==> src/rtl/spike_pkg.sv <==
// Shared definitions for the spike time decoder: window length, the
// spike time type, the decoder state encoding and a saturating increment.
// The window length comes from the `TIME_PERIOD macro; a 16-step window is
// assumed when the macro has not been defined by the build.

`ifndef TIME_PERIOD
`define TIME_PERIOD 16
`endif

package spike_pkg;

    localparam int TP = `TIME_PERIOD;
    localparam int TW = (TP > 1) ? $clog2(TP) : 1;

    typedef logic [TW-1:0] spike_time_t;

    localparam spike_time_t CNT_MAX   = '1;
    localparam spike_time_t LAST_STEP = spike_time_t'(TP - 1);

    typedef enum logic [1:0] {
        IDLE = 2'd0,
        RUN  = 2'd1,
        DONE = 2'd2
    } dec_state_t;

    // Count up by one, but stick at the all-ones value instead of wrapping.
    function automatic spike_time_t sat_inc(input spike_time_t value);
        return (value == CNT_MAX) ? value : value + spike_time_t'(1);
    endfunction

endpackage

==> src/rtl/spike_ch_counter.sv <==
// One decoder channel: counts the high samples of its spike line during a
// window, saturating at the top of the spike time range. With
// SPIKE_DEC_ERR_EN defined it also remembers whether a low sample has been
// seen and flags any spike that breaks the thermometer shape.
// The *_next outputs already include the current cycle's sample so the
// parent can capture the final result on the last window step.

import spike_pkg::*;

module spike_ch_counter (
    input  logic        clk,
    input  logic        rst_l,
    input  logic        clear,
    input  logic        sample_en,
    input  logic        spike,
`ifdef SPIKE_DEC_ERR_EN
    input  logic        last,
    output logic        err_next,
`endif
    output spike_time_t cnt_next
);

    spike_time_t cnt;

    // Next count: one more for every high sample, never wrapping.
    always_comb begin
        cnt_next = cnt;
        if (sample_en && spike) begin
            cnt_next = sat_inc(cnt);
        end
    end

    // Count register, zeroed at reset and at the start of every window.
    always_ff @(posedge clk) begin
        if (!rst_l) begin
            cnt <= '0;
        end else if (clear) begin
            cnt <= '0;
        end else if (sample_en) begin
            cnt <= cnt_next;
        end
    end

`ifdef SPIKE_DEC_ERR_EN
    logic seen_low;
    logic err;

    // A spike after a low sample, or a spike still high on the last step,
    // cannot come from a legal thermometer-coded train.
    always_comb begin
        err_next = err | (sample_en & spike & (seen_low | last));
    end

    // Sticky low-seen and error flags, cleared with the counter.
    always_ff @(posedge clk) begin
        if (!rst_l) begin
            seen_low <= 1'b0;
            err      <= 1'b0;
        end else if (clear) begin
            seen_low <= 1'b0;
            err      <= 1'b0;
        end else if (sample_en) begin
            seen_low <= seen_low | ~spike;
            err      <= err_next;
        end
    end
`endif

endmodule

==> src/rtl/spike_time_decoder.sv <==
// Receive-side spike time decoder. Runs one coding window of TP steps,
// broadcasts the current step on time_val, counts the high cycles on each
// of NUM_CH spike lines and hands the recovered spike times to the next
// layer over a valid/ready handshake.
// Optional feature macro: SPIKE_DEC_ERR_EN enables per-channel
// thermometer-violation flags on out_err; otherwise out_err is tied to 0.

import spike_pkg::*;

module spike_time_decoder #(
    parameter int NUM_CH = 4
) (
    input  logic                 clk,
    input  logic                 rst_l,
    input  logic                 start,
    input  logic [NUM_CH-1:0]    spike_in,
    output logic [TW-1:0]        time_val,
    output logic                 busy,
    output logic                 out_valid,
    input  logic                 out_ready,
    output logic [NUM_CH*TW-1:0] out_spike_time,
    output logic [NUM_CH-1:0]    out_err
);

    dec_state_t state;

    logic                 sample_en;
    logic                 last_step;
    logic                 clear_cnt;
    logic [NUM_CH*TW-1:0] final_cnt;
`ifdef SPIKE_DEC_ERR_EN
    logic [NUM_CH-1:0]    final_err;
`endif

    // Channels sample only in RUN; counters restart whenever a new window
    // is accepted, either from IDLE or straight out of DONE.
    always_comb begin
        sample_en = (state == RUN);
        last_step = (state == RUN) && (time_val == LAST_STEP);
        clear_cnt = start && ((state == IDLE) || ((state == DONE) && out_ready));
    end

    for (genvar ch = 0; ch < NUM_CH; ch++) begin : g_ch
        spike_ch_counter u_cnt (
            .clk      (clk),
            .rst_l    (rst_l),
            .clear    (clear_cnt),
            .sample_en(sample_en),
            .spike    (spike_in[ch]),
`ifdef SPIKE_DEC_ERR_EN
            .last     (last_step),
            .err_next (final_err[ch]),
`endif
            .cnt_next (final_cnt[ch*TW +: TW])
        );
    end

`ifndef SPIKE_DEC_ERR_EN
    assign out_err = '0;
`endif

    // Window sequencer with registered busy/valid/result outputs.
    always_ff @(posedge clk) begin
        if (!rst_l) begin
            state          <= IDLE;
            time_val       <= '0;
            busy           <= 1'b0;
            out_valid      <= 1'b0;
            out_spike_time <= '0;
`ifdef SPIKE_DEC_ERR_EN
            out_err        <= '0;
`endif
        end else begin
            case (state)
                IDLE: begin
                    time_val <= '0;
                    if (start) begin
                        state <= RUN;
                        busy  <= 1'b1;
                    end
                end
                RUN: begin
                    if (last_step) begin
                        state          <= DONE;
                        time_val       <= '0;
                        busy           <= 1'b0;
                        out_valid      <= 1'b1;
                        out_spike_time <= final_cnt;
`ifdef SPIKE_DEC_ERR_EN
                        out_err        <= final_err;
`endif
                    end else begin
                        time_val <= time_val + spike_time_t'(1);
                    end
                end
                DONE: begin
                    time_val <= '0;
                    if (out_ready) begin
                        out_valid <= 1'b0;
                        if (start) begin
                            state <= RUN;
                            busy  <= 1'b1;
                        end else begin
                            state <= IDLE;
                        end
                    end
                end
                default: begin
                    state     <= IDLE;
                    time_val  <= '0;
                    busy      <= 1'b0;
                    out_valid <= 1'b0;
                end
            endcase
        end
    end

endmodule

==> config.mk <==
export PLATFORM = sky130hd
export DESIGN_NAME = spike_time_decoder
export DESIGN_NICKNAME = d
export VERILOG_FILES = /design/src/rtl/spike_pkg.sv /design/src/rtl/spike_ch_counter.sv /design/src/rtl/spike_time_decoder.sv
export SDC_FILE = /design/constraint.sdc
export NUM_CORES = 1
export LEC_CHECK = 0
export BUFFER_PORTS_ARGS = -buffer_cell sky130_fd_sc_hd__buf_2
export CORE_AREA = 2 2 91 49
export DETAILED_ROUTE_END_ITERATION = 10
export DIE_AREA = 0 0 93 51
export PLACE_DENSITY = 0.8
export SYNTH_ARGS = -nofsm -noshare
export SYNTH_HDL_FRONTEND = slang
export SYNTH_SLANG_ARGS = --single-unit
==> constraint.sdc <==
create_clock -name clk -period 4.1 [get_ports clk]
set_input_delay 0.41 -clock clk [delete_from_list [all_inputs] [get_ports clk]]
set_output_delay 0.41 -clock clk [all_outputs]
set_load 0.02 [all_outputs]
# After elaboration in Yosys (flattened, before gate mapping)
# Cells that the tools add are included.
[op_classes]
n_eq_ne = 10
n_reduce_logical = 15
bitwise_logic = 3
addsub = 5
mux = 20
[ops]
columns = ["cell", "n"]
rows = [
  ["two-way mux 4 bit", 8],
  ["adder 4 x 1 -> 4 bit, second input constant", 5],
  ["equality test 4 bit, second input constant", 5],
  ["logical AND 1 bit", 7],
  ["two-way mux 1 bit", 6],
  ["two-way mux 2 bit", 3],
  ["inequality test 2 bit, second input constant", 3],
  ["case mux 1 bit (3 select lines)", 2],
  ["case mux 2 bit (3 select lines)", 1],
  ["AND reduction 3 bit", 2],
  ["AND reduction 2 bit", 2],
  ["inverter 1 bit", 3],
  ["OR reduction 3 bit", 1],
  ["equality test 2 x 1 -> 1 bit, second input constant", 1],
  ["equality test 2 bit, second input constant", 1],
  ["zero test 2 bit", 1],
  ["OR reduction 2 bit", 1],
  ["logical OR 1 bit", 1],
]
[word_totals]
out_inout_bits = 26
ff_bits = 40

# Depth between registers and ports, before layout
# Gate-level depths: netlist of run 1.
[depth]
ltp_word = 5
ltp_mapped = 6
depth_no_buf = 4

# By module
# Synthesis of run 1 repeated with hierarchy kept, for this count alone.
[unflattened]
cells_unflattened = 212
hier_area_um2 = 1871.8
[by_module_without_submodules]
columns = ["module", "seq_area_each_um2", "cells_each", "area_per_inst_um2", "instances"]
rows = [
  ["spike_time_decoder", 480.5, 108, 1011.0, 1],
  ["spike_ch_counter", 80.1, 26, 215.2, 4],
]

# Worst setup path after synthesis of run 1
# Ideal clock, no wire load.
[synth_timing]
path_kind = "register to register"
from = "register time_val[0]"
to = "register out_spike_time[15]"
setup_slack_ns = 2.483
stages_incl_launch_ff = 5
t_arrival_ns = 1.499
synth_period_minus_slack_ns = 1.617
setup_time_ns = 0.118
path_buffers = 0
path_cell_list = "dfxtp_1 ha_1 nand3_1 or4_1 o2111a_1"
[synth_between]
elab_chain_len = 3
[synth_rtl]
columns = ["element", "line_no", "text"]
rows = [
  ["from (decl)", "spike_time_decoder.sv:17", "output logic [TW-1:0] time_val,"],
  ["from (signal assigned)", "spike_time_decoder.sv:93", "time_val <= time_val + spike_time_t'(1);"],
  ["equality test 4 bit", "spike_time_decoder.sv:39", "last_step = (state == RUN) && (time_val == LAST_STEP);"],
  ["logical AND 1 bit", "spike_time_decoder.sv:39", ""],
  ["AND reduction 2 bit (no source line)", "-", ""],
  ["to (signal assigned)", "spike_time_decoder.sv:88", "out_spike_time <= final_cnt;"],
  ["to (decl)", "spike_time_decoder.sv:21", "output logic [NUM_CH*TW-1:0] out_spike_time,"],
]
# Every way passes these cells.
# A chain may end at the register's enable or synchronous reset.

# Worst setup path after layout of run 1
[layout_timing]
from = "register state[0]"
to = "register out_spike_time[13]"
[layout_between]
elab_chain_len = 3
elab_cells_between_ends = 5
classes_between = "1 x eq/ne; 1 x mux; 3 x reduce/logical"
[layout_rtl]
columns = ["element", "line_no", "text"]
rows = [
  ["from (decl)", "spike_time_decoder.sv:25", "dec_state_t state;"],
  ["from (signal assigned)", "spike_time_decoder.sv:65", "state <= IDLE;"],
  ["from (signal assigned)", "spike_time_decoder.sv:78", "state <= RUN;"],
  ["from (signal assigned)", "spike_time_decoder.sv:84", "state <= DONE;"],
  ["equality test 2 x 1 -> 1 bit *", "spike_time_decoder.sv:38, spike_time_decoder.sv:39, spike_time_decoder.sv:74", ""],
  ["logical AND 1 bit, on equally long branches", "spike_ch_counter.sv:28, spike_time_decoder.sv:39", ""],
  ["two-way mux 4 bit / AND reduction 2 bit (equally long branches)", "-", ""],
]
# Mark *: on every way between the ends. The rest lies on a longest branch, timed or not.

==> impl_metrics.json, run 1 <==
{
  "wl_per_cell_um": 16.0,
  "clock-sinks": 40,
  "status": "complete, no violations",
  "multi_input_area_um2": 1010,
  "synth_edf_count": 0,
  "placeableCoreArea_um2": 4080,
  "hold_viol_final": 0,
  "finalSetupViolations": 0,
  "synth-adder-area-share": 0.0326,
  "syn_area_per_cell_um2": 9.69,
  "grt_start_max_net_pins": 18,
  "insertion_delay_ns": 0.29,
  "r2r_cells": 3,
  "max_slew_margin": 0.170,
  "nFillCells": 407,
  "setup_tns_ns": 0,
  "slowest_stage": "nor2_1",
  "rsz0062_at_grt": "no",
  "cp_data_arrival_time_ns": 2.59,
  "drc": 0,
  "cts.repair.resized": 0,
  "grt_usage": 0.200,
  "hpwlAfterDp_mm": 3.14,
  "row_count": 17,
  "die_w_um": 93,
  "whs_endpoint": "state[0]",
  "skew_ns": 0.00599,
  "ys_ff_latch": 40,
  "antennaDiodeCount": 0,
  "r2r_end": "out_spike_time[13]",
  "period_share": 0.608,
  "grt_pass1_vias": 1411,
  "vias": 1642,
  "slew_viol_final": 0,
  "viasPerCell": 5.91,
  "wl_mm": 4.45,
  "clkTransAtPathRegs_ns": 0.08,
  "cap_violations": 0,
  "synthToLayoutAreaGrowth_pct": 10.1,
  "min_period_ns": 2.49,
  "synth_top_family_by_area": "simple AND/OR/NAND/NOR gates",
  "path_cells": "nand2b_2, nor2_1, a311oi_1",
  "yosysMostFrequentCell": "dfxtp_1",
  "synthFlopType": "dfxtp_1",
  "clk_path_buf_depth": 2,
  "cp_top_family": "simple AND/OR/NAND/NOR gates",
  "synth_area_um2": 1920,
  "leakage_nw": 0.874,
  "cpPeakStageDelay_ns": 1.00,
  "synthTopCellsByCount": "dfxtp_1 (40), a21oi_1 (24), o21ai_0 (12)",
  "syn_inst": 198,
  "dieArea_um2": 4740,
  "synth.top_cell.area_share": 0.417,
  "nNetsFinal": 234,
  "synth_compound_area_frac": 0.223,
  "antenna_found_initial": 0,
  "initial_utilization": 0.470,
  "critPathLaunch": "state[0]",
  "grt_overflow": 0,
  "synthTopCellsByArea": "dfxtp_1 (42%), a21oi_1 (6.3%), a311oi_2 (3.9%)",
  "ir_drop_v": 0.000168,
  "dieHeight_um": 51,
  "drtPass1Iterations": 4,
  "cts_buffers": 5,
  "hold_path.startpoint": "start",
  "crit_type": "reg -> reg",
  "ys_seq_area_frac": 0.417,
  "reg2reg_from": "state[0]",
  "worstHoldPathType": "in -> reg",
  "io_buffers": 29,
  "hold_buffers": 0,
  "crit_fanout": 17,
  "synth_simple_gate_area_share": 0.235,
  "cts_tree": "built",
  "start_kind": "register",
  "async_flop_share": 0,
  "final-seq-area_um2": 801,
  "cts_setup_buffers": 0,
  "synthMuxAreaShare": 0.0209,
  "drtAntennaViolNets": 0,
  "cts-root-buf": "clkbuf_8",
  "synth_warnings": 0,
  "final_layout_size_suffix_gt1_frac": 0.199,
  "yosysTopAreaCell": "dfxtp_1",
  "worst_setup_path_end_kind": "register",
  "drt_iter0_markers": 90,
  "path_buf_inv": 0,
  "rrSetupSlack_ns": 1.61,
  "holdPathStages": 3,
  "synth_cell_types": 46,
  "crit_required_ns": 4.20,
  "max_freq_ghz": 0.401,
  "yosys.area_share.xor_xnor": 0.00913,
  "worst_pin_slew_ns": 1.24,
  "ios": 34,
  "fin_hold_ws_ns": 0.392,
  "grt_pass1_wl_mm": 7.16,
  "htreeDepth": 2,
  "place_congestion": 0.858,
  "p_per_area_nw_per_um2": 339
}
final cells by class:
cell class | instances | share of cell area
timing repair buffer | 29 | 0.0687
inverter | 1 | 0.00178
sequential | 40 | 0.379
clock buffer | 6 | 0.0344
multi-input combinational | 144 | 0.480
clock inverter | 1 | 0.00237
tap | 57 | 0.0338
how the worst max path moves through the flow:
stage,slack (ns),to,cells past startpoint
2_1_floorplan,2.48,out_spike_time[15],4
3_3_place_gp,1.78,out_spike_time[4],3
3_5_place_dp,1.68,out_spike_time[0],3
4_1_cts,1.66,out_spike_time[0],3
5_1_grt,1.46,out_spike_time[11],3
6_report,1.61,out_spike_time[13],3
state kept, by name (all words and copies together), names as in the netlist:
signal          cells
time_val            4
out_valid           1
state               2
g_ch.u_cnt.cnt     16
out_spike_time     16
busy                1
report_power, final:
group	leakage (nW)	switching (mW)	internal, mW
Combinational	0.510	0.0414	0.0183
Sequential	0.323	0.0125	0.395
Clock	0.0410	0.134	0.116
Total	0.874	0.188	0.529
through the flow:
step	total power, mW	area [um^2]	cells	util	setup slack [ns]
6_report	0.717	2110	278	0.517	1.61
5_1_grt	0.748	2110	278	0.517	1.46
4_1_cts	0.722	2110	278	0.517	1.66
3_5_place_dp	0.475	2030	271	0.498	1.68
3_3_place_gp	0.474	2030	271	0.498	1.78
2_1_floorplan	0.467	1930	201	-	2.48
cells by family after synthesis:
family / count (synthesis)
AND/OR/NAND/NOR: 67
AO/OA/AOI/OAI: 62
flip-flops: 40
buffers and inverters: 17
adder cells (fa/ha/maj): 5
multiplexers: 4
XOR/XNOR: 2
other: 1
layer usage:
metal  wire [um]  vias to the layer above  GRT usage  share of wire
met5           0                        -          0              0
met4          36                        0     0.0515         0.0081
met3         318                        4     0.0619          0.071
met2        1790                       65      0.275           0.40
met1        2310                      787      0.300           0.52
li1            -                      786          -              -
worst min-delay path, cell delays in order:
cell and delay, ns:
buf_2 0.11, nand2_1 0.05, o32ai_1 0.06
cell usage in the layout, fill, tap and decap left out, types with 5 or more instances in the layout:
cell / count
o21ai_0: 12
nand2b_1: 7
a21oi_1: 24
clkbuf_8: 5
nor2_1: 10
buf_2: 29
nand2_1: 7
ha_1: 5
and3_1: 6
a311oi_2: 5
dfxtp_1: 40
No activity file was read; power rests on OpenSTA's default activity.
==> run 2: changes to the inputs <==
==> constraint.sdc (replaced) <==
create_clock -name clk -period 2.5 [get_ports clk]
set_input_delay 0.25 -clock clk [delete_from_list [all_inputs] [get_ports clk]]
set_output_delay 0.25 -clock clk [all_outputs]
set_load 0.02 [all_outputs]
==> impl_metrics.json, run 2 (same netlist as run 1, synthesis figures left out) <==
{
  "status": "complete, no violations",
  "min_period_ns": 1.80,
  "antennaDiodeCount": 0,
  "period_share": 0.719,
  "final_cell_mix": "dfxtp_1 (40), buf_2 (29), a21oi_1 (24)",
  "cp_data_arrival_time_ns": 2.01,
  "hold_path.startpoint": "start",
  "placeableCoreArea_um2": 4080,
  "grt_overflow": 0,
  "io_buffers": 29,
  "grt_usage": 0.191,
  "max_freq_ghz": 0.556,
  "viasPerCell": 5.70,
  "cts-root-buf": "clkbuf_8",
  "crit_type": "reg -> reg",
  "leakage_nw": 0.910,
  "slowest_stage": "dfxtp_1",
  "total_power_mw": 1.23,
  "crit_fanout": 10,
  "start_kind": "register",
  "clkTransAtPathRegs_ns": 0.08,
  "grt_pass1_wl_mm": 6.86,
  "htreeDepth": 2,
  "worst_slack_ns": 0.702,
  "clk_path_buf_depth": 2,
  "crit_required_ns": 2.71,
  "max_slew_margin": 0.611,
  "top_regs": "g_ch.u_cnt.cnt x16, out_spike_time x16, time_val x4",
  "dieHeight_um": 51,
  "cp_top_family": "flip-flops",
  "wl_per_cell_um": 15.2,
  "finalSetupViolations": 0,
  "row_count": 17,
  "die_w_um": 93,
  "grt_start_max_net_pins": 17,
  "drtAntennaViolNets": 0,
  "dieArea_um2": 4740,
  "nNetsFinal": 239,
  "r2r_end": "out_spike_time[11]",
  "dp_cells": 276,
  "initial_utilization": 0.470,
  "rrSetupSlack_ns": 0.70,
  "insertion_delay_ns": 0.30,
  "ir_drop_v": 0.000288,
  "cts.repair.resized": 0,
  "path_cells": "nor2b_1, buf_4, a21oi_1, o32ai_1",
  "p_per_area_nw_per_um2": 569,
  "hpwlAfterDp_mm": 3.07,
  "drc": 0,
  "antenna_found_initial": 0,
  "hold_viol_final": 0,
  "holdPathStages": 3,
  "skew_ns": 0.00655,
  "rsz0062_at_grt": "no",
  "cts_buffers": 5,
  "place_congestion": 0.872,
  "path_buf_inv": 1,
  "cpPeakStageDelay_ns": 0.53,
  "hold_buffers": 0,
  "worstHoldPathType": "in -> reg",
  "drt_iter0_markers": 73,
  "fin_hold_ws_ns": 0.233,
  "drtPass1Iterations": 4,
  "grt_pass1_vias": 1394,
  "cap_violations": 0,
  "ios": 34,
  "worst_pin_slew_ns": 0.584,
  "whs_endpoint": "state[0]",
  "r2r_cells": 4,
  "layout.cells.non_filler": 284,
  "final_common_cell": "dfxtp_1",
  "final_layout_size_suffix_gt1_frac": 0.225,
  "cts_setup_buffers": 0,
  "synthToLayoutAreaGrowth_pct": 12.9,
  "vias": 1620,
  "reg2reg_from": "state[0]",
  "cts_tree": "built",
  "pre_cts_ws_ns": 0.786,
  "slew_viol_final": 0,
  "worst_setup_path_end_kind": "register",
  "wl_mm": 4.33,
  "clock-sinks": 40,
  "setup_tns_ns": 0
}
run 2: worst register-to-register path: cells and delay by family, from the launching register on:
family	cells	cell delay [ns]
AOI/OAI and AO/OA	2	0.35
buffers and inverters	1	0.28
DFF	1	0.53
and+or+nand+nor	1	0.53
run 2: stage by stage:
stage,util,area [um^2]
finish,0.530,2160
global route,0.530,2160
CTS,0.530,2160
detailed placement,0.507,2070
global placement,0.507,2070
floorplan,-,1930
run 2: power by group:
group          internal [mW]  switching, mW
clock network          0.220          0.236
registers              0.648         0.0137
logic                 0.0358         0.0775
run 2: layout make-up:
cell class / instances / area, um^2
clock inverters: 2 / 10.0
multi-input cells: 144 / 1010
repair buffers: 34 / 183
fillers: 399 / 1920
inverters: 1 / 3.75
well taps: 57 / 71.3
clock buffers: 6 / 82.6
flip-flops and latches: 40 / 801
run 2: per-layer routing:
layer  routed length, um  up-vias  part of all wire  GRT usage
met5                   0        -                 0          0
li1                    -      799                 -          -
met4                  80        0             0.018     0.0809
met2                1650       51              0.38      0.261
met3                 281        7             0.065     0.0575
met1                2320      763              0.54      0.278
run 2: worst max-delay path by stage:
stage	from	endpoint	slack, ns	cells after the start
final	state[0]	out_spike_time[11]	0.70	4
after global routing	state[0]	out_spike_time[12]	0.60	4
after CTS	state[0]	out_spike_time[11]	0.75	4
after detailed placement	state[0]	out_spike_time[11]	0.79	4
after global placement	state[0]	out_spike_time[11]	0.84	4
after floorplan	time_val[0]	out_spike_time[15]	0.88	4
